==> config.mk <==
export PLATFORM = sky130hd
export DESIGN_NAME = exe_stage_seq
export DESIGN_NICKNAME = d
export VERILOG_FILES = /design/src/rtl/exe_stage_pkg.sv /design/src/rtl/exe_latency_counter.sv /design/src/rtl/exe_stage_seq.sv
export SDC_FILE = /design/constraint.sdc
export NUM_CORES = 1
export LEC_CHECK = 0
export BUFFER_PORTS_ARGS = -buffer_cell sky130_fd_sc_hd__buf_2
export CORE_MARGIN = 10
export CORE_UTILIZATION = 40
export DETAILED_ROUTE_END_ITERATION = 7
export GPL_TIMING_DRIVEN = 0
export PLACE_DENSITY_LB_ADDON = 0.12
export SYNTH_ARGS = -nofsm -noshare
export SYNTH_HDL_FRONTEND = slang
export SYNTH_SLANG_ARGS = --single-unit
==> constraint.sdc <==
create_clock -name clk -period 4.5 [get_ports clk]
set_clock_uncertainty 0.2 [all_clocks]
set_input_delay 0.45 -clock clk [delete_from_list [all_inputs] [get_ports clk]]
set_output_delay 0.45 -clock clk [all_outputs]
set_load 0.01 [all_outputs]
==> src/rtl/exe_stage_pkg.sv <==
// Shared definitions for the clocked execute stage.
//
// Contents:
//   state_e             - FSM state encoding (IDLE, BUSY, DONE)
//   BRANCH_PATTERN_DEF  - default instruction value that qualifies a branch
//   BRANCH_ADDR_DEF     - default target when the branch qualifies
//   FALLTHRU_ADDR_DEF   - default target otherwise
//   REGWRITE_OP         - opcode field value that qualifies a register write
//                         (only used when EXE_STAGE_REGWRITE_EN is defined)
package exe_stage_pkg;

    typedef enum logic [1:0] {
        IDLE = 2'd0,
        BUSY = 2'd1,
        DONE = 2'd2
    } state_e;

    localparam logic [31:0] BRANCH_PATTERN_DEF = 32'hCAFEBABE;
    localparam logic [31:0] BRANCH_ADDR_DEF    = 32'h0000_0000;
    localparam logic [31:0] FALLTHRU_ADDR_DEF  = 32'hDEAFBEEF;
    localparam logic [5:0]  REGWRITE_OP        = 6'b000000;

endpackage

==> src/rtl/exe_latency_counter.sv <==
// Execute-latency down-counter.
//
// Loads LATENCY-1 on 'load', decrements while 'dec' is high and the count is
// nonzero, and reports 'zero' when the count has run out. 'clear' forces the
// count to zero and wins over load/dec.
//
// Ports:
//   clk    in  1  clock, rising edge
//   rst_n  in  1  asynchronous active-low reset (count -> 0)
//   load   in  1  load LATENCY-1
//   dec    in  1  decrement enable
//   clear  in  1  synchronous clear (highest priority)
//   zero   out 1  count == 0
module exe_latency_counter #(
    parameter  int LATENCY = 15,
    localparam int CNT_W   = $clog2(LATENCY + 1)
) (
    input  logic clk,
    input  logic rst_n,
    input  logic load,
    input  logic dec,
    input  logic clear,
    output logic zero
);

    logic [CNT_W-1:0] count;

    always_ff @(posedge clk or negedge rst_n) begin
        if (!rst_n) begin
            count <= '0;
        end else if (clear) begin
            count <= '0;
        end else if (load) begin
            count <= CNT_W'(LATENCY - 1);
        end else if (dec && (count != '0)) begin
            // Saturates at zero; the FSM leaves BUSY on the zero cycle.
            count <= count - 1'b1;
        end
    end

    assign zero = (count == '0);

endmodule

==> src/rtl/exe_stage_seq.sv <==
// Clocked execute stage: accepts one instruction per req/ack transfer,
// decodes branch qualification and target address into holding registers,
// waits a programmable LATENCY and then presents the result with done until
// the consumer takes it with done_ack.
//
// Optional feature macro: EXE_STAGE_REGWRITE_EN
//   defined   - qual_regwrite decodes the top six instruction bits
//   undefined - qual_regwrite is tied low
//
// Handshakes:
//   input side  - a transfer happens on a rising edge where req && ack; req is
//                 held by the producer until then. ack depends on state only.
//   output side - the result is consumed on a rising edge where
//                 done && done_ack; done_ack while done is low has no effect.
//   flush aborts any state back to IDLE and clears results; it also blocks a
//   transfer in the same cycle.
//
// FSM state is observable on the ports: ack = IDLE, busy = !IDLE, done = DONE.
//
// Ports:
//   clk             in   1       clock, rising edge
//   rst_n           in   1       asynchronous active-low reset
//   req             in   1       instruction valid
//   ack             out  1       stage ready (state == IDLE)
//   instruction     in   DATA_W  instruction, sampled on transfer
//   flush           in   1       synchronous abort
//   done            out  1       result valid
//   done_ack        in   1       result consumed when done && done_ack
//   target_address  out  DATA_W  registered target
//   qual_branch     out  1       registered branch qualify
//   qual_regwrite   out  1       registered regwrite qualify
//   busy            out  1       state != IDLE
module exe_stage_seq
    import exe_stage_pkg::*;
#(
    parameter int                DATA_W         = 32,
    parameter int                LATENCY        = 15,
    parameter logic [DATA_W-1:0] BRANCH_PATTERN = DATA_W'(BRANCH_PATTERN_DEF),
    parameter logic [DATA_W-1:0] BRANCH_ADDR    = DATA_W'(BRANCH_ADDR_DEF),
    parameter logic [DATA_W-1:0] FALLTHRU_ADDR  = DATA_W'(FALLTHRU_ADDR_DEF)
) (
    input  logic              clk,
    input  logic              rst_n,
    input  logic              req,
    output logic              ack,
    input  logic [DATA_W-1:0] instruction,
    input  logic              flush,
    output logic              done,
    input  logic              done_ack,
    output logic [DATA_W-1:0] target_address,
    output logic              qual_branch,
    output logic              qual_regwrite,
    output logic              busy
);

    state_e state;
    state_e state_n;
    logic   accept;
    logic   cnt_zero;
    logic   branch_hit;

    assign ack        = (state == IDLE);
    assign busy       = (state != IDLE);
    assign done       = (state == DONE);
    assign accept     = req && ack && !flush;
    assign branch_hit = (instruction == BRANCH_PATTERN);

    // ---------------------------------------------------------------- FSM
    always_ff @(posedge clk or negedge rst_n) begin
        if (!rst_n) begin
            state <= IDLE;
        end else begin
            state <= state_n;
        end
    end

    always_comb begin
        state_n = state;
        unique case (state)
            IDLE: if (req)      state_n = BUSY;
            BUSY: if (cnt_zero) state_n = DONE;
            DONE: if (done_ack) state_n = IDLE;
            default:            state_n = IDLE;
        endcase
        if (flush) begin
            state_n = IDLE;
        end
    end

    // -------------------------------------------------------- latency count
    // Loaded with LATENCY-1 on transfer; BUSY lasts LATENCY cycles so done
    // rises LATENCY edges after the transfer edge.
    exe_latency_counter #(
        .LATENCY (LATENCY)
    ) u_latency (
        .clk   (clk),
        .rst_n (rst_n),
        .load  (accept),
        .dec   (state == BUSY),
        .clear (flush),
        .zero  (cnt_zero)
    );

    // ------------------------------------------------------ result holding
    // Results persist through IDLE until the next transfer; done qualifies.
    always_ff @(posedge clk or negedge rst_n) begin
        if (!rst_n) begin
            qual_branch    <= 1'b0;
            target_address <= '0;
        end else if (flush) begin
            qual_branch    <= 1'b0;
            target_address <= '0;
        end else if (accept) begin
            qual_branch    <= branch_hit;
            target_address <= branch_hit ? BRANCH_ADDR : FALLTHRU_ADDR;
        end
    end

`ifdef EXE_STAGE_REGWRITE_EN
    logic regwrite_hit;

    assign regwrite_hit = (instruction[DATA_W-1 -: 6] == REGWRITE_OP) && !branch_hit;

    always_ff @(posedge clk or negedge rst_n) begin
        if (!rst_n) begin
            qual_regwrite <= 1'b0;
        end else if (flush) begin
            qual_regwrite <= 1'b0;
        end else if (accept) begin
            qual_regwrite <= regwrite_hit;
        end
    end
`else
    assign qual_regwrite = 1'b0;
`endif

endmodule
### Word level (Yosys, flattened, before mapping)

Cells that the tools add are included.

| operators by class | value |
|---|---|
| add/sub/neg operators | 1 |
| eq/ne operators | 6 |
| mux-type cells | 13 |
| reductions and logical operators | 11 |

Operators with widths:

| operator | number |
|---|---|
| two-way mux 32 bit | 3 |
| == test 32 bit, second input constant | 1 |
| two-way mux 4 bit | 3 |
| two-way mux 2 bit | 4 |
| inequality test 3 x 2 -> 1 bit, second input constant | 2 |
| case mux 2 bit (3 select lines) | 1 |
| logical NOT 4 bit | 1 |
| nonzero test 2 bit | 2 |
| nonzero test 4 bit | 1 |
| subtractor 4 x 1 -> 4 bit, second input constant | 1 |
| logical AND 1 bit | 3 |
| inequality test 3 bit, second input constant | 1 |
| AND reduction 3 bit | 1 |
| nonzero test 3 bit | 1 |
| == test 2 x 1 -> 1 bit, second input constant | 1 |
| == test 2 bit, second input constant | 1 |
| logical NOT 2 bit | 1 |
| two-way mux 1 bit | 2 |
| logical NOT 1 bit | 1 |

| word-level totals | value |
|---|---|
| bits in registers | 39 |
| input bits | 37 |

### Depth between registers and ports, before layout

Gate-level depths: netlist of run 1.

| logic depth | value |
|---|---|
| word-level depth | 5 |
| gate-level depth with buffers | 6 |

### Hierarchy

Synthesis of run 1 repeated with hierarchy kept, for this count alone.

| second synthesis, totals | value |
|---|---|
| cells, all modules | 88 |
| area total of the unflattened synthesis | 778.2 µm² |

Modules (own cells, without submodules):

| module | instances | cells an instance | area each (µm²) | sequential area each (µm²) |
|---|---|---|---|---|
| exe_stage_seq | 1 | 64 | 543.0 | 100.1 |
| exe_latency_counter | 1 | 24 | 235.2 | 100.1 |

### Least setup slack after synthesis of run 1

Ideal clock, no wire load.

| timing | value |
|---|---|
| path kind | register to register |
| start | register u_latency.count[0] |
| end | register u_latency.count[3] |
| setup time | 0.124 ns |
| arrival | 1.378 ns |
| data required time | 4.176 ns |
| path slack | 2.798 ns |
| cell stages (with the launch flop) | 7 |
| path buffers | 0 |
| cell sequence | dfrtp_1 -> inv_1 -> ha_1 -> nor3b_1 -> nand2b_1 -> a21oi_1 -> a211o_1 |

| between the ends | value |
|---|---|
| cells in the longest elaborated chain, start to end | 4 |
| elaborated cells on any way between the ends | 7 |
| those cells by class | add/sub (1); mux (3); reduce/logical (3) |

RTL lines:

| what | RTL line | source |
|---|---|---|
| start: declaration | exe_latency_counter.sv:26 | `logic [CNT_W-1:0] count;` |
| start signal: assignment | exe_latency_counter.sv:34 | `count <= CNT_W'(LATENCY - 1);` |
| start signal: assignment | exe_latency_counter.sv:37 | `count <= count - 1'b1;` |
| subtractor 4 x 1 -> 4 bit | exe_latency_counter.sv:37 |  |
| two-way mux 4 bit | exe_latency_counter.sv:35 | `end else if (dec && (count != '0)) begin` |
| two-way mux 4 bit | exe_latency_counter.sv:33 | `end else if (load) begin` |
| two-way mux 4 bit | exe_latency_counter.sv:31 | `end else if (clear) begin` |

Parallel ways exist; a longest one is shown, timed or not. The select of a mux whose other input is x is not followed.
A chain may end at the register's enable or synchronous reset.

==> impl_metrics.toml, run 1 <==
[die]
die_w_microns = 65.9
num_rows = 16
coreArea_sq_um = 1980
initial_core_util_pct = 42.6
ios = 74
die_h_microns = 65.9
floorplan.die_area_sq_um = 4340

[grt]
grt_pass1_wl_mm = 3.90
grt.overflow.total = 0
antenna_found_initial = 0
grt_max_degree = 27
first_global_vias = 948
grt_usage_pct = 11.2

[synth]
yosysSeqAreaShare_pct = 23.7
synth_top_area_share_pct = 29.4
synth_compound_area_share_pct = 10.4
netlist_instances = 93
synthTopCellsByArea = "buf_4, dfrtp_1, nor4bb_4, nor2_1, nor3b_1"
yosysUniqueCellTypes = 33
synth_warnings = 0
synth_ff_type = "dfrtp_1"
synthXorXnorAreaFrac_pct = 0
synthAdderAreaFrac_pct = 1.48
synth.avg_cell_area_sq_um = 9.07
ys_seq_elements = 8
synth_edf_count = 0
synth_top_area_cell = "buf_4"
synth-async-reset-ratio_pct = 100
synth-simple-area-share_pct = 32.8
synth_top_family_by_area = "simple AND/OR/NAND/NOR gates"
syn-cell-area_sq_um = 843
synth.area.mux_share_pct = 0

[clocking]
htreeDepth = 1
path_clk_slew_ps = 50
clock-sinks = 8
numCtsBuffers = 3
cts_tree = "built"
clockBufferDepth = 2
cts-root-buf = "clkbuf_4"
clock_latency_ps = 250
cts_resized = 0

[layout]
area_growth_pct = 49.0
final_net_count = 208
fin_area_sq_um = 1260
final_cell_mix = "buf_2, buf_4, conb_1, dfrtp_1, nor2_1"
n_antenna_cell = 0
multi_input_area_sq_um = 407
layout_commonest_cell = "buf_2"
fillerInstances = 183
drive_above_1_share_pct = 63.1
regArea_sq_um = 200

[power_and_ir_drop]
ir_worst_vdd_v = 0.000127
cellLeakagePower_uw = 0.000756
p_per_area_nw_per_um2 = 272

[sta]
max-slew-margin-rel_pct = 53.5
maxSlewViolCount = 0
fmax_ghz = 0.493
final.min_clock_period_ps = 2030
fin_hold_ws_ps = 221
rsz0062_at_grt = "no"
final.setup.tns_ps = 0
tightest_slew_ps = 697
period_share_pct = 45.1
hold_viol = 0
finalSetupViolCount = 0

[placed_design]
dp_hpwl_mm = 2.21
place.gp.congestion = 0.758
placed_area_sq_um = 1220
port_buffers = 64

[critical_path]
r2r_end = "u_latency.count[3]$_DFFE_PN0P_"
required_ps = 3850
worst-path-max-fanout = 26
r2r-start = "u_latency.count[0]$_DFFE_PN0P_"
start_kind = "register"
critical_path_arrival_ps = 1380
end_kind = "output pin"
rr_worst_depth = 6
critical_path_class = "reg -> out"
reg2reg_slack_ps = 2590

[min_path]
holdPathStages = 2
min_to = "u_latency.count[0]$_DFFE_PN0P_"
hp-class = "in -> reg"
hold_start = "flush"

[routing]
routed_wl_mm = 2.42
ant_nets = 0
dr.pass1.iters = 4
viasPerCell = 4.36
drt_iter0_markers = 14
dr_total_vias = 851
avgRoutedWirePerCell_microns = 12.4
drcViolationCount = 0

[run_status]
status = "completed"

[flow_run]
drv_cap = 0
## Yosys cell counts (2+ instances only)
library cell	instances
buf_4	33
dfrtp_1	8
nor2_1	6
a21oi_1	4
inv_1	4
nand4_1	3
nor3b_1	3
a211o_1	2
and2b_1	2
nand2b_1	2
nand4b_1	2
nor2b_1	2
o21ai_1	2
## report_power, final
| group | switching (uW) | total, uW | internal (uW) |
|---|---|---|---|
| sequential | 21.8 | 106 | 83.7 |
| combinational | 78.1 | 183 | 105 |
| clock | 22.6 | 53.0 | 30.4 |
## per-layer routing
metal | wire (microns) | up-vias | track usage (%)
li1 | - | 436 | -
met1 | 761 | 375 | 8.89
met2 | 1290 | 38 | 20.4
met3 | 336 | 2 | 7.63
met4 | 27 | 0 | 5.61
met5 | 0 | - | 0
## logic make-up (layout without fill, tap and decap cells)
group	Yosys count	in the layout
other cells	1	8
simple gates	33	33
compound gates	13	13
buf+inv	37	105
flops	8	8
fa+ha+maj	1	1
## stage by stage
step / total power (uW) / worst slack (ps) / instances / utilization [%]
finish: 342 / 2470 / 195 / 63.4
global route: 373 / 2360 / 195 / 63.4
CTS: 349 / 2440 / 195 / 63.4
detailed placement: 292 / 2580 / 191 / 61.7
global placement: 287 / 2620 / 191 / 61.7
floorplan: 223 / 2800 / 100 / -
## flip-flops by register name, summed over array words and instances (netlist names)
name,flops
qual_branch,1
state,2
u_latency.count,4
target_address,1
## area by class of cell
class	count	share of cell area [%]
plain buffers	33	19.7
clock buffers	3	1.79
inverters	4	1.20
multi-input cells	55	32.4
flip-flops and latches	8	15.9
well taps	27	2.69
repair buffers	65	26.3
## worst max-delay path by stage
stage	start	endpoint	slack (ps)
after floorplan	u_latency.count[0]$_DFFE_PN0P_	u_latency.count[3]$_DFFE_PN0P_	2800
after global placement	u_latency.count[0]$_DFFE_PN0P_	u_latency.count[3]$_DFFE_PN0P_	2620
after detailed placement	u_latency.count[0]$_DFFE_PN0P_	u_latency.count[3]$_DFFE_PN0P_	2580
after CTS	target_address[30]$_DFFE_PN0P_	target_address[6]	2440
after global routing	target_address[30]$_DFFE_PN0P_	target_address[2]	2360
final	target_address[30]$_DFFE_PN0P_	target_address[12]	2470
## timing repair
action,in CTS,in global routing
hold buffers,1,0
setup buffers,0,0
endpoints found under the hold margin,8,0
## critical path: stages (launching register included)
cell	delay, ps
dfrtp_1	790
buf_4	220
buf_2	120
(Power assumes the default switching activity.)
==> inputs of run 2 (changes only) <==
- CORE_UTILIZATION: 40 -> 34
- clock period: 4.5 -> 1.6 ns (I/O delays scaled with it)
==> run 2 against run 1 <==
Critical path type is now reg -> reg. The run now ends with negative setup slack left. Largest cell class unchanged. Critical path depth rose by 4. Clock-buffer cell count did not move. Worst setup slack got worse by 2500 ps.
==> impl_metrics.toml, run 2 (synthesized netlist as in run 1, its figures left out) <==
[die]
die_w_microns = 69.8
coreArea_sq_um = 2300
num_rows = 17
die_h_microns = 69.8
ios = 74
floorplan.die_area_sq_um = 4870
initial_core_util_pct = 36.7

[run_status]
violations = "negative setup slack"
status = "complete, but fails checks"

[routing]
dr.pass1.iters = 4
ant_nets = 0
drcViolationCount = 0
drt_iter0_markers = 31
viasPerCell = 4.37
avgRoutedWirePerCell_microns = 13.7
routed_wl_mm = 2.77
dr_total_vias = 882

[power_and_ir_drop]
p_per_area_nw_per_um2 = 805
ir_worst_vdd_v = 0.000520
cellLeakagePower_uw = 0.000797

[layout]
final_net_count = 214
n_antenna_cell = 0
regMostFlops = "u_latency.count"
area_growth_pct = 62.6
final_cell_mix = "buf_2, buf_4, conb_1"
layout_commonest_cell = "buf_2"
drive_above_1_share_pct = 69.5
largest_reg_flops = 4
top_regs = "u_latency.count x4, state x2"
final_core_util_pct = 59.7
fillerInstances = 214

[critical_path]
start_kind = "register"
rr_worst_depth = 6
crit_chain = "inv_2 > ha_4 > nor3b_4 > nand2b_4 > nor2_2 > a211o_1"
slowest_delay_ps = 410
cp_slowest_cell = "dfrtp_1"
critical_path_class = "reg -> reg"
worst-path-max-fanout = 3
end_kind = "register"
required_ps = 1530
critical_path_arrival_ps = 1560

[grt]
grt_usage_pct = 10.7
grt_pass1_wl_mm = 4.42
grt_max_degree = 27
grt.overflow.total = 0
first_global_vias = 858
antenna_found_initial = 0

[sta]
period_share_pct = 101
final.setup.tns_ps = -38.3
fmax_ghz = 0.616
final.min_clock_period_ps = 1620
finalSetupViolCount = 2
hold_viol = 0
maxSlewViolCount = 0
rsz0062_at_grt = "yes"
layout_setup_ws_ps = -23.5

[flow_run]
drv_cap = 0

[clocking]
clock-sinks = 8
cts-root-buf = "clkbuf_4"
numCtsBuffers = 3
cts_tree = "built"
htreeDepth = 1
path_clk_slew_ps = 60
clockBufferDepth = 2
clock_latency_ps = 260

[placed_design]
place.gp.congestion = 0.845
port_buffers = 64
dp_hpwl_mm = 2.29

[min_path]
hp-class = "in -> async"
==> run 2: what timing repair did <==
action	CTS	global route
endpoints found under the setup margin	28	30
resized for setup	5	7
hold buffers	4	0
buffers inserted	2	1
hold endpoints to repair	12	0
pin swaps	1	1
==> run 2: final timing paths <==
| kind | start | endpoint | slack, ps |
|---|---|---|---|
| worst min register to register | u_latency.count[1]$_DFFE_PN0P_ | u_latency.count[1]$_DFFE_PN0P_ | 360 |
| worst max-delay path | u_latency.count[0]$_DFFE_PN0P_ | u_latency.count[1]$_DFFE_PN0P_ | -20 |
| worst max register to register | u_latency.count[0]$_DFFE_PN0P_ | u_latency.count[1]$_DFFE_PN0P_ | -20 |
| max in group asynchronous | rst_n | target_address[30]$_DFFE_PN0P_ | 920 |
| worst min-delay path | rst_n | state[1]$_DFFE_PN0P_ | 70 |
| min in group clk | flush | state[0]$_DFFE_PN0P_ | 100 |
==> run 2: metal layers <==
layer	vias to the layer above	part of all wire [%]	routed length, microns	global-route usage (%)
li1	448	-	-	-
met2	43	52	1450	18.8
met3	0	11	304	6.42
met4	0	0	0	0.652
met5	-	0	0	0
met1	391	37	1010	11.2
==> run 2: report_power, final <==
group / switching [uW] / internal (uW) / leakage, uW
sequential: 72.5 / 238 / 0.000104
clock: 71.9 / 86.1 / 0.0000138
combinational: 264 / 372 / 0.000679
==> run 2: metrics by stage <==
| stage | hold WS (ps) | power [uW] | worst slack [ps] | area (sq um) | cells |
|---|---|---|---|---|---|
| 4_1_cts | 67.0 | 1070 | -3.62 | 1340 | 201 |
| 3_5_place_dp | -188 | 861 | -118 | 1250 | 192 |
| 3_3_place_gp | -188 | 843 | -100 | 1250 | 192 |
| 5_1_grt | 82.7 | 1180 | -72.3 | 1370 | 202 |
| 2_1_floorplan | -336 | 659 | 6.74 | 891 | 100 |
| 6_report | 73.8 | 1100 | -23.5 | 1370 | 202 |
==> run 2: cell type report <==
cell class	count	area, sq um	area share [%]
Buffer	33	248	18.1
Clock buffer	3	22.5	1.64
Inverter	4	15.0	1.09
Multi-Input combinational cell	55	460	33.6
Sequential cell	8	204	14.9
Tap cell	28	35.0	2.55
Timing Repair Buffer	71	387	28.2
==> run 2: worst max-delay path: cells and delay by family, from the launching register on <==
| family | cells | cell delay (ps) |
|---|---|---|
| compound gates | 1 | 250 |
| fa+ha+maj | 1 | 140 |
| buf+inv | 1 | 90 |
| flops | 1 | 410 |
| simple gates | 3 | 400 |
